[src/rtl/vga_image_sequencer.sv]
// vga_image_sequencer
//
// Chooses which stored image the VGA driver shows by producing its 3-bit
// image-enable code. Requests come from two raw push-buttons (next/prev), an
// optional automatic slideshow and a blank request. A change is committed only
// at a frame boundary (falling edge of the driver's vsync), so a picture never
// switches mid-frame. Everything runs in the vga_clk domain.
//
// Optional feature: define SEQ_AUTO_EN to build the slideshow dwell counter.
// Without it, auto_mode is ignored and only buttons / blank_req act.
//
// Parameters
//   DEBOUNCE_CYCLES  stable-level cycles before a button level is accepted
//   DWELL_FRAMES     frames each image is shown in auto mode
//
// Ports
//   vga_clk    in   pixel clock, the only clock
//   rst_n      in   asynchronous active-low reset
//   btn_next   in   raw asynchronous button, active high
//   btn_prev   in   raw asynchronous button, active high
//   auto_mode  in   level, enables the slideshow (SEQ_AUTO_EN builds only)
//   blank_req  in   level, requests a white screen
//   vsync      in   driver sync, low for the first lines of each frame
//   ena        out  image code: 000 blank, 001 img0, 011 img1, 111 img2
//   image_idx  out  currently displayed index 0..2
//   pending    out  high while a change waits for a frame boundary
//   dbg_state  out  raw FSM state (0 INIT, 1 SHOW, 2 WAIT) for observation
//
// Handshake note: there is no valid/ready pairing here. A request is a
// single-cycle event (button press pulse, auto step) or a level difference
// (blank_req vs current blank state); it is latched into the target registers
// the cycle it appears and is consumed at the next frame boundary.

module vga_image_sequencer #(
  parameter int DEBOUNCE_CYCLES = 250000,
  parameter int DWELL_FRAMES    = 180
) (
  input  logic       vga_clk,
  input  logic       rst_n,
  input  logic       btn_next,
  input  logic       btn_prev,
  input  logic       auto_mode,
  input  logic       blank_req,
  input  logic       vsync,
  output logic [2:0] ena,
  output logic [1:0] image_idx,
  output logic       pending,
  output logic [1:0] dbg_state
);

  localparam int DB_W = $clog2(DEBOUNCE_CYCLES + 1);
  localparam logic [DB_W-1:0] DB_MAX = DB_W'(DEBOUNCE_CYCLES);

  typedef enum logic [1:0] {
    ST_INIT = 2'd0,
    ST_SHOW = 2'd1,
    ST_WAIT = 2'd2
  } state_e;

  function automatic logic [1:0] idx_inc(input logic [1:0] idx);
    return (idx == 2'd2) ? 2'd0 : idx + 2'd1;
  endfunction

  function automatic logic [1:0] idx_dec(input logic [1:0] idx);
    return (idx == 2'd0) ? 2'd2 : idx - 2'd1;
  endfunction

  function automatic logic [2:0] ena_code(input logic [1:0] idx, input logic blank);
    logic [2:0] code;
    if (blank) begin
      code = 3'b000;
    end else begin
      case (idx)
        2'd0:    code = 3'b001;
        2'd1:    code = 3'b011;
        default: code = 3'b111;
      endcase
    end
    return code;
  endfunction

  // ---------------------------------------------------------------------------
  // Button path: bit 0 = next, bit 1 = prev
  // ---------------------------------------------------------------------------
  logic [1:0]      btn_raw;
  logic [1:0]      sync1_q, sync2_q;
  logic [1:0]      db_q, db_d;
  logic [1:0]      press_q, press_d;
  logic [DB_W-1:0] cnt_q [2];
  logic [DB_W-1:0] cnt_d [2];

  assign btn_raw = {btn_prev, btn_next};

  // The counter only runs while the synchronized level disagrees with the
  // accepted level; any return to agreement (a bounce) restarts it from 0.
  always_comb begin
    for (int i = 0; i < 2; i++) begin
      cnt_d[i]   = cnt_q[i];
      db_d[i]    = db_q[i];
      press_d[i] = 1'b0;
      if (sync2_q[i] != db_q[i]) begin
        if (cnt_q[i] == DB_MAX) begin
          cnt_d[i]   = '0;
          db_d[i]    = sync2_q[i];
          press_d[i] = sync2_q[i];
        end else begin
          cnt_d[i] = cnt_q[i] + DB_W'(1);
        end
      end else begin
        cnt_d[i] = '0;
      end
    end
  end

  always_ff @(posedge vga_clk or negedge rst_n) begin
    if (!rst_n) begin
      sync1_q <= '0;
      sync2_q <= '0;
      db_q    <= '0;
      press_q <= '0;
      for (int i = 0; i < 2; i++) cnt_q[i] <= '0;
    end else begin
      sync1_q <= btn_raw;
      sync2_q <= sync1_q;
      db_q    <= db_d;
      press_q <= press_d;
      for (int i = 0; i < 2; i++) cnt_q[i] <= cnt_d[i];
    end
  end

  // ---------------------------------------------------------------------------
  // Frame boundary. vsync_q resets low so a vsync already low at reset
  // release cannot produce a boundary until its next falling edge.
  // ---------------------------------------------------------------------------
  logic vsync_q;
  logic fb;

  always_ff @(posedge vga_clk or negedge rst_n) begin
    if (!rst_n) vsync_q <= 1'b0;
    else        vsync_q <= vsync;
  end

  assign fb = vsync_q & ~vsync;

  // Simultaneous next and prev cancel each other out.
  logic next_ev, prev_ev, btn_ev;
  assign next_ev = press_q[0] & ~press_q[1];
  assign prev_ev = press_q[1] & ~press_q[0];
  assign btn_ev  = next_ev | prev_ev;

  // ---------------------------------------------------------------------------
  // Sequencer state
  // ---------------------------------------------------------------------------
  state_e     state_q, state_d;
  logic [1:0] cur_idx_q, cur_idx_d;
  logic       cur_blank_q, cur_blank_d;
  logic [1:0] tgt_idx_q, tgt_idx_d;
  logic       tgt_blank_q, tgt_blank_d;
  logic [2:0] ena_q, ena_d;
  logic       auto_step;
  logic [1:0] step_idx;

`ifdef SEQ_AUTO_EN
  localparam int DW_W = ($clog2(DWELL_FRAMES + 1) > 8) ? $clog2(DWELL_FRAMES + 1) : 8;
  localparam logic [DW_W-1:0] DWELL_MAX = DW_W'(DWELL_FRAMES);

  logic [DW_W-1:0] dwell_q, dwell_d;
  logic [DW_W-1:0] dwell_inc;

  assign dwell_inc = dwell_q + DW_W'(1);

  // Counts frames shown in SHOW while the slideshow runs unblanked. A button
  // press takes precedence: it drops any same-cycle auto step and restarts
  // the dwell so the viewer gets a full dwell on the chosen image.
  always_comb begin
    dwell_d   = dwell_q;
    auto_step = 1'b0;
    if (!auto_mode) begin
      dwell_d = '0;
    end else if (btn_ev) begin
      dwell_d = '0;
    end else if (state_q == ST_SHOW && !blank_req && fb) begin
      if (dwell_inc == DWELL_MAX) begin
        dwell_d   = '0;
        auto_step = 1'b1;
      end else begin
        dwell_d = dwell_inc;
      end
    end
  end

  always_ff @(posedge vga_clk or negedge rst_n) begin
    if (!rst_n) dwell_q <= '0;
    else        dwell_q <= dwell_d;
  end
`else
  logic unused_auto;
  assign unused_auto = auto_mode;
  assign auto_step   = 1'b0;
`endif

  // Steps always apply to the target, so several presses in one frame stack.
  always_comb begin
    step_idx = tgt_idx_q;
    if (next_ev)        step_idx = idx_inc(tgt_idx_q);
    else if (prev_ev)   step_idx = idx_dec(tgt_idx_q);
    else if (auto_step) step_idx = idx_inc(tgt_idx_q);
  end

  always_comb begin
    state_d     = state_q;
    cur_idx_d   = cur_idx_q;
    cur_blank_d = cur_blank_q;
    tgt_idx_d   = tgt_idx_q;
    tgt_blank_d = tgt_blank_q;
    ena_d       = ena_q;
    case (state_q)
      ST_INIT: begin
        if (fb) begin
          cur_idx_d   = 2'd0;
          tgt_idx_d   = 2'd0;
          cur_blank_d = 1'b0;
          tgt_blank_d = 1'b0;
          ena_d       = ena_code(2'd0, 1'b0);
          state_d     = ST_SHOW;
        end
      end
      ST_SHOW: begin
        // A request landing on a boundary cycle is not applied here; WAIT
        // commits it at the following boundary.
        if (btn_ev || auto_step || (blank_req != cur_blank_q)) begin
          tgt_idx_d   = step_idx;
          tgt_blank_d = blank_req;
          state_d     = ST_WAIT;
        end
      end
      ST_WAIT: begin
        tgt_idx_d   = step_idx;
        tgt_blank_d = blank_req;
        // Commit including any same-cycle update so targets never go stale.
        if (fb) begin
          cur_idx_d   = tgt_idx_d;
          cur_blank_d = tgt_blank_d;
          ena_d       = ena_code(tgt_idx_d, tgt_blank_d);
          state_d     = ST_SHOW;
        end
      end
      default: begin
        state_d = ST_INIT;
      end
    endcase
  end

  always_ff @(posedge vga_clk or negedge rst_n) begin
    if (!rst_n) begin
      state_q     <= ST_INIT;
      cur_idx_q   <= 2'd0;
      cur_blank_q <= 1'b0;
      tgt_idx_q   <= 2'd0;
      tgt_blank_q <= 1'b0;
      ena_q       <= 3'b000;
    end else begin
      state_q     <= state_d;
      cur_idx_q   <= cur_idx_d;
      cur_blank_q <= cur_blank_d;
      tgt_idx_q   <= tgt_idx_d;
      tgt_blank_q <= tgt_blank_d;
      ena_q       <= ena_d;
    end
  end

  assign ena       = ena_q;
  assign image_idx = cur_idx_q;
  assign pending   = (state_q == ST_WAIT);
  assign dbg_state = state_q;

endmodule

[config.mk]
export PLATFORM = sky130hd
export DESIGN_NAME = vga_image_sequencer
export DESIGN_NICKNAME = d
export VERILOG_FILES = /design/src/rtl/vga_image_sequencer.sv
export SDC_FILE = /design/constraint.sdc
export NUM_CORES = 1
export LEC_CHECK = 0
export ABC_CLOCK_PERIOD_IN_PS = 4500
export CAP_MARGIN = 15
export CELL_PAD_IN_SITES_DETAIL_PLACEMENT = 1
export CELL_PAD_IN_SITES_GLOBAL_PLACEMENT = 1
export CORE_UTILIZATION = 23
export CTS_CLUSTER_SIZE = 12
export DETAILED_ROUTE_END_ITERATION = 10
export GPL_ROUTABILITY_DRIVEN = 0
export PLACE_DENSITY_LB_ADDON = 0.12
export SLEW_MARGIN = 20
export SYNTH_ARGS = -nofsm -noshare
export SYNTH_HDL_FRONTEND = slang
export SYNTH_SLANG_ARGS = --single-unit
[constraint.sdc]
create_clock -name vga_clk -period 4.5 [get_ports vga_clk]
set_input_delay 0.45 -clock vga_clk [delete_from_list [all_inputs] [get_ports vga_clk]]
set_output_delay 0.45 -clock vga_clk [all_outputs]
set_load 0.1 [all_outputs]
* Word-level counts from Yosys, hierarchy flattened
Cells that the tools add are included. W data, S select, Z words.
Word-level totals: output and inout port bits 8, flip-flop bits (word level) 55, word-level logic and storage cells 77, bits of input ports 7
Cells by class: eq/ne operators 13, bitwise operators 7, reduce and logical (&&, ||, !) cells 12, muxes and demuxes 28, add/sub/neg operators 4
Operators by type and width (number):
- $mux W18 | 4
- $add A18 B1 Y18 const B | 2
- $eq A18 B18 Y1 const B | 2
- $mux W2 | 9
- $pmux W3 S2 | 2
- $mux W3 | 3
- $pmux W2 S2 | 2
- $logic_not A2 Y1 | 3
- $mux W1 | 6
- $pmux W2 S3 | 1
- $reduce_and A2 Y1 | 3
- $reduce_and A3 Y1 | 2
- $eq A2 B1 Y1 const B | 2
- $eq A2 B2 Y1 const B | 2
- $ne A2 B1 Y1 const B | 2
- $ne A2 B2 Y1 const B | 2
- $and A1 B1 Y1 | 3
- $ne A1 B1 Y1 | 3
- $not A1 Y1 | 3
- $reduce_bool A3 Y1 | 1
- $add A2 B1 Y2 const B | 1
- $pmux W1 S2 | 1
- $reduce_bool A2 Y1 | 1
- $reduce_or A2 Y1 | 1
- 3 further kinds | 3

* Depth between registers and ports, before layout
depth after elaboration 9, depth in mapped cells 8, depth with buffers taken out 6

* Worst setup path before layout
No wires, ideal clock.
path type reg-to-reg, from reg state_q[1] (netlist: dbg_state[1]), to reg state_q[1] (netlist: dbg_state[1]), stages on the path, launching flop included 5, buffers on the path 0, period minus slack after synthesis 2.753 ns, slack 1.747 ns, data arrival time 2.627 ns, data required time 4.374 ns, library setup time 0.126 ns, cell sequence dfrtp_1 ha_1 nor2_1 o21ai_0 mux2_2
Between the ends: longest elaborated chain between the ends 4, elaborated cells between the ends (all ways) 8, those cells by class eq/ne: 4; mux: 1; reduce/logical: 3
RTL lines:
- from (decl) | line 154 | state_e state_q, state_d;
- from (signal assigned) | line 263 | state_q <= state_d;
- $eq A2 B2 Y1 *
- named net pending | line 47 | output logic pending,
- $reduce_or A2 Y1 (no line) *
- $ne A2 B1 Y1 (no line)
- $reduce_and A2 Y1 (no line)
The timed path passes the listed nets; every way through them passes the cells marked *. A chain may end at the register's enable or synchronous reset.

* Worst setup path in the final report
from reg state_q[0] (netlist: dbg_state[0]), to out pending
Between the ends: longest elaborated chain between the ends 1
RTL lines:
- $eq A2 B2 Y1 | line 274 | assign pending = (state_q == ST_WAIT);
- to (decl) | line 47
No other way between the ends.

==> out/results.txt <==
Status = finished, final reports clean
Register area share after synthesis = 48.9%
Most common cell in the netlist = dfrtp_1
Psw = 0.409 mW
Power density cells = 406 mW/mm²
Synth warn = 0
Total Die Area = 0.0127 mm²
Clock Path Buffers = 2
Switching share of power = 31.0%
Slew headroom = 35.4%
Fin. max-slew vios = 0
Reg power frac = 40.9%
RSZ-0062 raised after global routing = false
Clock-pin slew on the worst setup and hold paths = 70 ps
Cell area after synthesis = 0.00282 mm²
Library cells used by synthesis = 44
Worst setup SP type = flip-flop
Tmin final = 2700 ps
IO Port Bufs = 13
Gate power share = 20.4%
DR iter-0 viols = 56
Hold_ws = 287 ps
Post-synth top area cell = dfrtp_1
Final net count = 305
Number of iterations in the first detailed-routing pass = 4
Critical Path RT = 4050 ps
VDD IR max = 0.180 mV
Max cap viols = 0
DRT antenna net count = 0
R2R depth = 4
Root cell of the clock tree = clkbuf_16
Worst r2r dst = cnt_q[12]
Post-synthesis cell count = 274
Post-cts sizing count = 0
Non-Filler Instances = 432
Fin Clk Skew = 5.51 ps
Largest net degree at the start of global routing = 56
IO Count = 15
Setup bufs post-CTS = 0
Num CTS Buffers = 5
CTS sink cnt = 55
Clk pwr share = 38.7%
Top post-synthesis cells by count = dfrtp_1, nor2_1, xor2_1
CP endpoint kind = output pin
HPWL after detailed placement = 4.20 mm
Dpl cells = 424
GRT Overall Usage = 11.4%
Fmax = 370 MHz
Slew @ Worst Pin = 966 ps
Die extent in x = 113 µm
Crit path to = pending
CTS tree = done
Crit path kind = reg -> out
Clock Latency Late Sink = 300 ps
Critical path peak fanout = 6
P_leak = 1.35 nW
Hold_buf cts = 0
R2r startpoint = cnt_q[10]
Total grt overflow = 0
Core Rows = 40
Initial Util = 23.5%
Main synth FF type = dfrtp_1
Cell Int Power = 0.910 mW
Routed WL per cell = 14.5 µm
Share of layout cells above drive strength 1 = 6.32%
Fin crit share = 60.1%
Initial antenna violation count = 0
Setup violations, final = 0
Vias = 2012
Top cells by area, synth = dfrtp_1, ha_1, xor2_1
Hold/Removal Path Class = in -> async
Final hold vios = 0
Layout area overhead = 15.4%
Top-area cell type share of the netlist area = 48.9%
Die height = 113 µm
Worst EP arrival = 2250 ps
Syn Area/Cell = 10.3 µm²
Setup_tns = 0 ps
DR vias/cell = 4.66
Flop-to-flop setup slack = 2430 ps
Core ar. = 0.0120 mm²
Syn Nets = 295
Final wirelength = 6.28 mm
Number of diodes = 0
FFs w/ async S/R, synth = 100%
Worst Setup SP = dbg_state[0]
Number of synthesized flops with an enable pin = 0
Synth Register Bits = 55
H-tree Lvls = 2
Global-route wire length before repair = 11.2 mm
Vias in the first global route = 2198
DR DRC count = 0
Pwr Total = 1.32 mW
[flip-flops by register name, summed over array words and instances (netlist names)]
name	count
cnt_q	36
ena	3
db_q	2
dbg_state	2
image_idx	2
press_q	2
sync1_q	2
sync2_q	2
tgt_idx_q	2
cur_blank_q	1
vsync_q	1
[per-layer routing]
metal / GRT usage (%) / vias up / wire (µm)
li1: - / 980 / -
met1: 14.9 / 1006 / 3110
met2: 18.0 / 20 / 2870
met3: 3.24 / 6 / 194
met4: 4.27 / 0 / 104
met5: 0 / - / 0
[how the worst min path moves through the flow]
stage               startpoint      endpoint  slack [ps]  depth (start not counted)
finish                   rst_n  dbg_state[0]         290                          2
floorplan                rst_n      cnt_q[0]         150                          0
detailed placement  sync1_q[1]    sync2_q[1]         340                          0
CTS                      rst_n  dbg_state[0]         320                          2
global placement    sync1_q[1]    sync2_q[1]         340                          0
global route             rst_n  dbg_state[1]         360                          2
[cell usage in the layout (no fill, tap or decap), drive strengths merged]
cell           synthesis  routed
ha                    14      14
nand4                 17      17
bufinv                 0       2
a22oi                  1       1
nor2                  36      36
inv                   14      14
and4bb                 1       1
nand2                 13      13
nor4b                  1       1
clkbuf                 5       6
a22o                   5       5
o21ai                  6       6
dfrtp                 55      55
nor2b                  1       1
or3                    2       2
and4                   5       5
or4                    3       3
nor4                   5       5
a32oi                  1       1
and3                   4       4
o2bb2ai                1       1
o31ai                  4       4
nor3                   5       5
nor3b                  2       2
mux2                   4       4
xor2                  18      18
or4b                   1       1
nand3                 15      15
xnor2                 12      12
and2                   6       6
clkdlybuf4s50          0      12
a32o                   1       1
mux2i                  1       1
buf                    6       2
a41o                   2       2
nand2b                 2       2
a21oi                  5       5
[per-stage QoR]
stage,instance area (µm²),util (%),setup slack [ps]
3_3_place_gp,3060,25.6,2090
6_report,3250,27.2,1800
5_1_grt,3250,27.2,1680
2_1_floorplan,2820,-,1750
3_5_place_dp,3060,25.6,2110
4_1_cts,3250,27.2,1750
[cell families after synthesis]
kind of cell	Yosys count	synth area share, %
and+or+nand+nor	119	22.7
DFF	55	48.9
xor gates and xnor gates	30	9.33
AOI/OAI and AO/OA	26	6.53
buffers and inverters	25	4.44
adders and majority gates	14	6.22
muxes	5	1.95
[worst max-delay path, stage by stage, from the launching register on]
cell and delay, ps:
dfrtp_1 450, inv_1 110, ha_1 230, clkdlybuf4s50_1 1160
[power groups by stage]
stage | clock network (mW) | logic, mW | registers (mW)
finish | 0.511 | 0.269 | 0.539
global route | 0.546 | 0.296 | 0.544
CTS | 0.535 | 0.273 | 0.540
detailed placement | 0 | 0.270 | 0.550
global placement | 0 | 0.272 | 0.549
floorplan | 0 | 0.127 | 0.622
[final cells by class]
type | count | area (µm²)
multi-input combinational | 194 | 1320
tap | 147 | 184
sequential | 55 | 1380
inverter | 14 | 52.6
clock inverter | 2 | 60.1
timing repair buffer | 14 | 133
clock buffer | 6 | 129
fill | 1358 | 8710
Note: power is estimated with default switching activity, not from simulation.
